`src/rtl/roteamento_pkg.sv`:
```
// Shared definitions for the round-robin routing arbiter.
//   BITS      data word width per requester
//   SEL_BITS  select code width (four requesters -> 2 bits)
//   state_t   arbiter FSM states
//   onehot4   converts a 2-bit select code into a 4-bit one-hot grant
package roteamento_pkg;

    localparam int BITS     = 4;
    localparam int SEL_BITS = 2;

    typedef enum logic {
        IDLE  = 1'b0,
        GRANT = 1'b1
    } state_t;

    function automatic logic [3:0] onehot4(input logic [1:0] sel);
        onehot4 = 4'b0001 << sel;
    endfunction

endpackage

```
`src/rtl/rr_picker.sv`:
```
// Combinational round-robin winner pick.
//   req    in   4  request vector (bit 0 = A ... bit 3 = D)
//   ptr    in   2  highest-priority index for this pick
//   found  out  1  at least one request is set
//   winner out  2  first set request scanning ptr, ptr+1, ptr+2, ptr+3 (mod 4)
module rr_picker (
    input  logic [3:0] req,
    input  logic [1:0] ptr,
    output logic       found,
    output logic [1:0] winner
);

    logic [7:0] req_dbl;
    logic [3:0] req_rot;
    logic [1:0] offset;

    // Rotating the doubled vector puts requester ptr at bit 0, so a fixed
    // priority scan on the rotated vector is the round-robin scan.
    assign req_dbl = {req, req};
    assign req_rot = req_dbl[ptr +: 4];

    always_comb begin
        offset = 2'd0;
        if (req_rot[0]) begin
            offset = 2'd0;
        end else if (req_rot[1]) begin
            offset = 2'd1;
        end else if (req_rot[2]) begin
            offset = 2'd2;
        end else if (req_rot[3]) begin
            offset = 2'd3;
        end
    end

    assign found  = |req;
    assign winner = ptr + offset;

endmodule

```
`src/rtl/arbitro_roteamento.sv`:
```
// Round-robin arbiter sharing one 4:1 routing path among requesters A..D.
// A granted requester keeps the path while it requests, for at most
// HOLD_MAX consecutive transfers, then the grant rotates.
//   clk        in   1         rising-edge clock
//   reset      in   1         asynchronous active-high reset
//   req        in   4         requests (bit 0 = A ... bit 3 = D)
//   A,B,C,D    in   BITS      requester data words
//   SEL        out  SEL_BITS  registered index of the granted requester
//   gnt        out  4         registered one-hot grant, zero when idle
//   Saida      out  BITS      registered routed word
//   valid      out  1         Saida holds a word transferred on the last edge
module arbitro_roteamento
    import roteamento_pkg::*;
#(
    parameter int BITS     = roteamento_pkg::BITS,
    parameter int HOLD_MAX = 4
) (
    input  logic                clk,
    input  logic                reset,
    input  logic [3:0]          req,
    input  logic [BITS-1:0]     A,
    input  logic [BITS-1:0]     B,
    input  logic [BITS-1:0]     C,
    input  logic [BITS-1:0]     D,
    output logic [SEL_BITS-1:0] SEL,
    output logic [3:0]          gnt,
    output logic [BITS-1:0]     Saida,
    output logic                valid
);

    localparam logic [3:0] HOLD_LIM = 4'(HOLD_MAX);

    state_t          state_q, state_d;
    logic [1:0]      ptr_q, ptr_d;
    logic [3:0]      cnt_q, cnt_d;
    logic [1:0]      sel_q, sel_d;
    logic [3:0]      gnt_q, gnt_d;
    logic [BITS-1:0] saida_q, saida_d;
    logic            valid_q, valid_d;

    logic [1:0]      pick_ptr;
    logic            found;
    logic [1:0]      winner;
    logic [BITS-1:0] data_sel;
    logic            r;
    logic            release_w;

    // While granted, the only pick that matters is the re-pick on release,
    // which starts just after the current holder.
    assign pick_ptr = (state_q == GRANT) ? (sel_q + 2'd1) : ptr_q;

    rr_picker u_picker (
        .req    (req),
        .ptr    (pick_ptr),
        .found  (found),
        .winner (winner)
    );

    always_comb begin
        case (sel_q)
            2'd0:    data_sel = A;
            2'd1:    data_sel = B;
            2'd2:    data_sel = C;
            default: data_sel = D;
        endcase
    end

    assign r         = req[sel_q];
    assign release_w = !r || ((cnt_q + 4'd1) == HOLD_LIM);

    always_comb begin
        state_d = state_q;
        ptr_d   = ptr_q;
        cnt_d   = cnt_q;
        sel_d   = sel_q;
        gnt_d   = gnt_q;
        saida_d = saida_q;
        valid_d = 1'b0;

        case (state_q)
            IDLE: begin
                gnt_d = 4'b0000;
                if (found) begin
                    state_d = GRANT;
                    sel_d   = winner;
                    gnt_d   = onehot4(winner);
                    cnt_d   = 4'd0;
                end
            end
            default: begin
                if (r) begin
                    saida_d = data_sel;
                    valid_d = 1'b1;
                    cnt_d   = cnt_q + 4'd1;
                end
                // The last transfer of a window and the handover share an edge.
                if (release_w) begin
                    ptr_d = sel_q + 2'd1;
                    if (found) begin
                        sel_d = winner;
                        gnt_d = onehot4(winner);
                        cnt_d = 4'd0;
                    end else begin
                        state_d = IDLE;
                        gnt_d   = 4'b0000;
                    end
                end
            end
        endcase
    end

    always_ff @(posedge clk or posedge reset) begin
        if (reset) begin
            state_q <= IDLE;
            ptr_q   <= 2'd0;
            cnt_q   <= 4'd0;
            sel_q   <= 2'd0;
            gnt_q   <= 4'b0000;
            saida_q <= '0;
            valid_q <= 1'b0;
        end else begin
            state_q <= state_d;
            ptr_q   <= ptr_d;
            cnt_q   <= cnt_d;
            sel_q   <= sel_d;
            gnt_q   <= gnt_d;
            saida_q <= saida_d;
            valid_q <= valid_d;
        end
    end

    assign SEL   = sel_q;
    assign gnt   = gnt_q;
    assign Saida = saida_q;
    assign valid = valid_q;

endmodule

```
`config.mk`:
```
export PLATFORM = sky130hd
export DESIGN_NAME = arbitro_roteamento
export DESIGN_NICKNAME = d
export VERILOG_FILES = /design/src/rtl/roteamento_pkg.sv /design/src/rtl/rr_picker.sv /design/src/rtl/arbitro_roteamento.sv
export SDC_FILE = /design/constraint.sdc
export NUM_CORES = 1
export LEC_CHECK = 0
export CORE_MARGIN = 2
export CORE_UTILIZATION = 40
export DETAILED_ROUTE_END_ITERATION = 6
export PLACE_DENSITY = 0.66
export SETUP_SLACK_MARGIN = 0.5
export SLEW_MARGIN = 0
export SYNTH_ARGS = -nofsm -noshare
export SYNTH_HDL_FRONTEND = slang
export SYNTH_SLANG_ARGS = --single-unit
```
`constraint.sdc`:
```
create_clock -name clk -period 3.35 [get_ports clk]
set_clock_uncertainty 0.15 [all_clocks]
set_input_delay 0.67 -clock clk [delete_from_list [all_inputs] [get_ports clk]]
set_output_delay 0.67 -clock clk [all_outputs]
set_load 0.01 [all_outputs]
```
==> Word-level counts from Yosys, hierarchy flattened <==
Cells that the tools add are included.
{ "word_totals": {"input_bits": 22, "ff_bits": 18, "out_inout_bits": 11, "romBits": 0, "elab_cells": 48, "latchBits": 0, "n_memories": 0, "ram_bits": 0} }
{ "op_classes": {"addsub": 3, "n_bitwise": 0, "div_mod_pow": 0, "shift": 2, "n_lt_le_gt_ge": 1, "reduce_logical": 7, "mux": 24, "multipliers": 0, "n_eq_ne": 4} }
{ "ops": {"columns": ["operator", "n"], "rows": [
  ["$mux W4", 8],
  ["$mux W2", 8],
  ["$pmux W4 S3", 1],
  ["$shiftx A8 B3 Y4", 1],
  ["$mux W1", 6],
  ["$add A4 B1 Y4 const B", 1],
  ["$eq A4 B3 Y1 const B", 1],
  ["$reduce_and A2 Y1", 2],
  ["$reduce_or A4 Y1", 1],
  ["$shl A1 B2 Y4 const A", 1],
  ["$lt A2 B3 Y1 const B", 1],
  ["$add A2 B1 Y2 const B", 1],
  ["$add A2 B2 Y2", 1],
  ["$bmux W1 S2", 1],
  ["$eq A2 B1 Y1 const B", 1],
  ["$eq A2 B2 Y1 const B", 1],
  ["$logic_not A2 Y1", 1],
  ["$ne A2 B1 Y1 const B", 1],
  ["$reduce_bool A2 Y1", 1],
  ["$logic_not A1 Y1", 1],
  ["$logic_or A1 B1 Y1", 1]
]} }

==> Depth between registers and ports, before layout <==
{ "depth": {"word_depth": 12, "ltp_mapped": 12, "mapped_depth_nobuf": 12} }

==> By module <==
Synthesis repeated with hierarchy kept, for this count alone.
{ "hier_totals": {"hier_cells": 117, "hier_area_um2": 1187.4} }
{ "modules_own_cells": {"columns": ["module", "cells_per_inst", "seq_area_each_um2", "n_inst", "area_each_um2"], "rows": [
  ["arbitro_roteamento", 95, 450.4, 1, 1026.0],
  ["rr_picker", 22, 0.0, 1, 161.4]
]} }

==> Least setup slack after synthesis <==
No wires, ideal clock.
{ "synth_path": {"path_kind": "register -> register", "startpoint": "register sel_q[0] (netlist: SEL[0])", "endpoint": "register gnt_q[2] (netlist: gnt[2])", "setup_ps": 80, "required_ps": 3120, "stages_incl_launch_ff": 11, "t_arrival_ps": 2670, "slack_ps": 450, "path_buffers": 0, "synth_period_minus_slack_ps": 2900, "cell_sequence": "dfrtp_1 inv_1 ha_1 mux2i_1 nand2_1 nand2_1 a21oi_1 o31a_1 ha_1 or4_4 o211ai_2"} }
{ "synth_between": {"elab_chain_len": 12, "word_cells_on_any_way": 17, "cone_classes": "2 x add/sub; 1 x eq/ne; 2 x shift; 10 x mux; 2 x reduce/logical"} }
{ "synth_rtl": {"columns": ["element", "line_no", "text"], "rows": [
  ["start, declared", "arbitro_roteamento.sv:36", "logic [1:0] sel_q, sel_d;"],
  ["start signal, assigned", "arbitro_roteamento.sv:125", "sel_q <= sel_d;"],
  ["$add A2 B1 Y2 *", "arbitro_roteamento.sv:50", "assign pick_ptr = (state_q == GRANT) ? (sel_q + 2'd1) : ptr_q;"],
  ["$mux W2 *", "arbitro_roteamento.sv:50", null],
  ["$shiftx A8 B3 Y4", "rr_picker.sv:20", "assign req_rot = req_dbl[ptr +: 4];"],
  ["$mux W2", "rr_picker.sv:30", "end else if (req_rot[3]) begin"],
  ["$mux W2", "rr_picker.sv:28", "end else if (req_rot[2]) begin"],
  ["$mux W2", "rr_picker.sv:26", "end else if (req_rot[1]) begin"],
  ["$mux W2", "rr_picker.sv:24", "if (req_rot[0]) begin"],
  ["$add A2 B2 Y2 *", "rr_picker.sv:36", "assign winner = ptr + offset;"],
  ["net u_picker.winner[0]", "rr_picker.sv:10", "output logic [1:0] winner"],
  ["$shl A1 B2 Y4 *", "roteamento_pkg.sv:17", "onehot4 = 4'b0001 << sel;"],
  ["$mux W4 *", "arbitro_roteamento.sv:83, arbitro_roteamento.sv:99", null],
  ["$mux W4", "arbitro_roteamento.sv:97", "if (release_w) begin"],
  ["$mux W4 *", "arbitro_roteamento.sv:80", "case (state_q)"],
  ["end signal, assigned", "arbitro_roteamento.sv:126", "gnt_q <= gnt_d;"],
  ["end, declared", "arbitro_roteamento.sv:37", "logic [3:0] gnt_q, gnt_d;"]
]} }
The timed path passes the listed nets; every way through them passes the cells marked *. The select of a mux whose other input is x is not followed.
A chain may end at the register's enable or synchronous reset.

==> Worst setup path in the final report <==
Ends and elaborated chain as after synthesis.

==> reports/results.env <==
VIA_COUNT=1085
DESIGN_AREA_MM2=0.00161
SYN_INST=129
FINALCRITICALPERIOD_NS=2.78
DIE_H_UM=58.8
STARTING_DENSITY_OF_THE_CORE=0.429
TIGHTESTPINTRANSITION_NS=0.679
HOLD_VIOL=0
YOSYS_REGISTER_BITS=18
RSZ0062_AT_GRT='no'
SYNTHESIS.NETS=157
MAX-CAP-VIOLATIONS=0
CLK-INSERTION-DELAY-LATE_NS=0.29
CRITPATHKIND='register to register'
NUMBER_OF_GLOBAL_ROUTE_VIAS_BEFORE_REPAIR=1008
SETUP_SLACK_NS=0.566
BOUNDARYPINS=33
NUMBER_OF_REMAINING_DRC_ERRORS=6
IO_BUFFERS=32
LOGIC_GATE_SHARE_OF_TOTAL_POWER=0.660
P_LEAK_nW=0.681
GLOBAL_ROUTE_WIRE_LENGTH_BEFORE_REPAIR_UM=4480
PWR_DENSITY_CELL_mW_PER_MM2=888
DR.PASS1.ITERS=6
SYNTH_FF_TYPE='dfrtp_1'
CLOCKPOWERSHARE=0.092
CTS_HOLD_BUFFERS=0
SYNTHARSTFLOPSHARE=1.00
CLOCK_TREE.BUFFER_DEPTH=2
OUTCOME='complete, but fails checks'
WORST-PATH-MAX-FANOUT=5
SETUP_VIOL=0
CRIT_PATH_END_KIND='register'
DRT-WIRELENGTH-PER-CELL_UM=14.6
DRT_ITER0_MARKERS=96
SWSHARE=0.413
FILL_CELLS=257
FINALWIRELENGTH_UM=2830
FAILED_CHECKS='design-rule violations'
ANTENNA_CELLS=0
PLACE_INST=187
PLACEMENT_STAGE_CELL_AREA_MM2=0.00152
TIMING.FMAX_MHz=359
CTS_INSERTED_BUFFERS=3
DPL_WORST_SLACK_NS=0.172
INTERNAL-POWER_W=0.000837
PERIOD_SHARE=0.831
FP.DIEW_UM=58.8
LAYOUT.CELLS.NON_FILLER=194
ANTENNA_FOUND_INITIAL=0
POST_SYNTH.CELL_AREA_AVG_UM2=9.32
SLEW_HEADROOM=0.547
SYNTHTOLAYOUTAREAGROWTH_PCT=33.6
DRIVE_ABOVE_1_SHARE=0.172
WORST_EP_REQUIRED_TIME_NS=3.42
SYNTH.CELL_AREA_MM2=0.00120
FINAL_ANTENNA_NET_COUNT=0
FINISH.UTILIZATION=0.573
SYNTH.YOSYS.SEQ_AREA_SHARE=0.375
SYNTH-WARNING-COUNT=0
IR_DROP_uV=434
P_SEQ_FRAC=0.248
GLOBALPLACE.CONGESTION=0.798
NUMCLOCKSINKS=18
CTS_ROOT_BUF='clkbuf_4'
NNETSFINAL=192
CORE.ROWCOUNT=19
TIMING.SETUP.TNS_NS=0
OVERFLOW=0
TRITONCTS='yes'
HP-CLASS='register to register'
TIMING.CRITICAL_PATH.FROM_TYPE='register'
GRT_START_MAX_NET_PINS=19
AVGVIACOUNTPERCELL=5.59
SLEW_VIOLATIONS=0
CLKSLEWWORSTSETUPHOLDPATHS_NS=0.10
CORE_AREA_MM2=0.00281
DIE_AREA_MM2=0.00346
DETAILEDPLACEMENTHPWL_UM=2020
SYNTH_ENABLE_FLOP_CELLS=0
WORST-ENDPOINT-ARRIVAL_NS=2.85
GROUTE.USAGE.OVERALL=0.167
POWER_SWITCHING_W=0.000589
HTREE_NUM_LEVELS=1
SYNTH_CELL_TYPES=38
power by group through the flow:
stage / combinational (W) / sequential [W] / clock (W)
2_1_floorplan: 0.000568 / 0.000390 / 0
6_report: 0.000941 / 0.000354 / 0.000132
3_5_place_dp: 0.000829 / 0.000374 / 0
4_1_cts: 0.000916 / 0.000354 / 0.000137
5_1_grt: 0.00103 / 0.000363 / 0.000147
3_3_place_gp: 0.000812 / 0.000371 / 0
flip-flops by register name, indices dropped and copies added, names as in the netlist:
name,flops
ptr_q,2
state_q,1
cnt_q,4
Saida,4
gnt,4
valid,1
SEL,2
cell type report:
| class | count | area (µm²) | area share |
|---|---|---|---|
| clock buffers | 4 | 36.3 | 0.0226 |
| well taps | 31 | 38.8 | 0.0241 |
| repair buffers | 36 | 352 | 0.219 |
| inverters | 6 | 22.5 | 0.0140 |
| flip-flops and latches | 18 | 453 | 0.282 |
| multi-input cells | 99 | 704 | 0.438 |
timing repair:
| action | 4_1_cts | 5_1_grt |
|---|---|---|
| setup endpoints to repair | 4 | 2 |
| endpoints found under the hold margin | 0 | 0 |
| resized for setup | 4 | 2 |
| setup buffers | 2 | 1 |
| pin swaps | 0 | 0 |
critical path, stage by stage, from the launching register on:
cell	delay [ns]
dfrtp_2	0.42
inv_1	0.11
ha_1	0.29
mux2i_4	0.22
nand2_2	0.10
nand2_1	0.08
a21oi_1	0.08
o31a_1	0.33
ha_4	0.25
or4_4	0.54
o211ai_2	0.16
final timing paths:
check	from	end	slack, ns	cells past startpoint
max	SEL[0]$_DFFE_PP0P_	gnt[2]$_DFFE_PP0P_	0.57	10
min	Saida[3]$_DFFE_PP0P_	Saida[3]$_DFFE_PP0P_	0.34	2
max reg2reg	SEL[0]$_DFFE_PP0P_	gnt[2]$_DFFE_PP0P_	0.57	10
min reg2reg	Saida[3]$_DFFE_PP0P_	Saida[3]$_DFFE_PP0P_	0.34	2
max in group asynchronous	reset	SEL[1]$_DFFE_PP0P_	1.96	2
min in group asynchronous	reset	cnt_q[2]$_DFFE_PP0P_	0.62	2
layer usage:
layer / up-vias / GRT usage / part of all wire
li1: 545 / - / -
met1: 504 / 0.203 / 0.43
met2: 34 / 0.290 / 0.47
met3: 2 / 0.0484 / 0.089
met4: 0 / 0.0390 / 0.0046
met5: - / 0 / 0
synth_stat cells, types with 2 or more instances:
master | n | area share
a222oi_1 | 4 | 0.033
ha_1 | 6 | 0.062
clkbuf_1 | 2 | 0.0062
nand3_1 | 6 | 0.025
nand2b_1 | 2 | 0.010
inv_1 | 6 | 0.019
or3_1 | 2 | 0.010
a21oi_1 | 3 | 0.012
nor4b_2 | 2 | 0.025
mux2_2 | 3 | 0.028
o21ai_0 | 18 | 0.075
o211ai_2 | 2 | 0.021
buf_6 | 4 | 0.037
dfrtp_1 | 18 | 0.37
nor3_1 | 2 | 0.0083
nand2_1 | 20 | 0.062
nor2_1 | 8 | 0.025
kinds of logic after synthesis:
family	Yosys count	share of synthesized area
buffers and inverters	12	0.0624
adders and majority gates	6	0.0624
AOI/OAI and AO/OA	39	0.227
DFF	18	0.375
muxes	5	0.0551
and+or+nand+nor	49	0.219
cell usage in the layout (no fill, tap or decap), drive strengths merged, types with 2 or more instances in the layout:
| cell | n |
|---|---|
| clkdlybuf4s50 | 30 |
| nand2 | 20 |
| o21ai | 18 |
| dfrtp | 18 |
| nor2 | 8 |
| inv | 6 |
| nand3 | 6 |
| ha | 6 |
| a222oi | 4 |
| buf | 4 |
| clkbuf | 4 |
| mux2 | 3 |
| a21oi | 3 |
| o211ai | 3 |
| nand2b | 2 |
| nor3 | 2 |
| nor4b | 2 |
| or3 | 2 |
per-stage QoR:
step	total power, W	hold WS (ns)
floorplan	0.000958	0.337
global placement	0.00118	0.318
detailed placement	0.00120	0.321
CTS	0.00141	0.344
global route	0.00154	0.365
finish	0.00143	0.335
No activity file was read; power rests on OpenSTA's default activity.
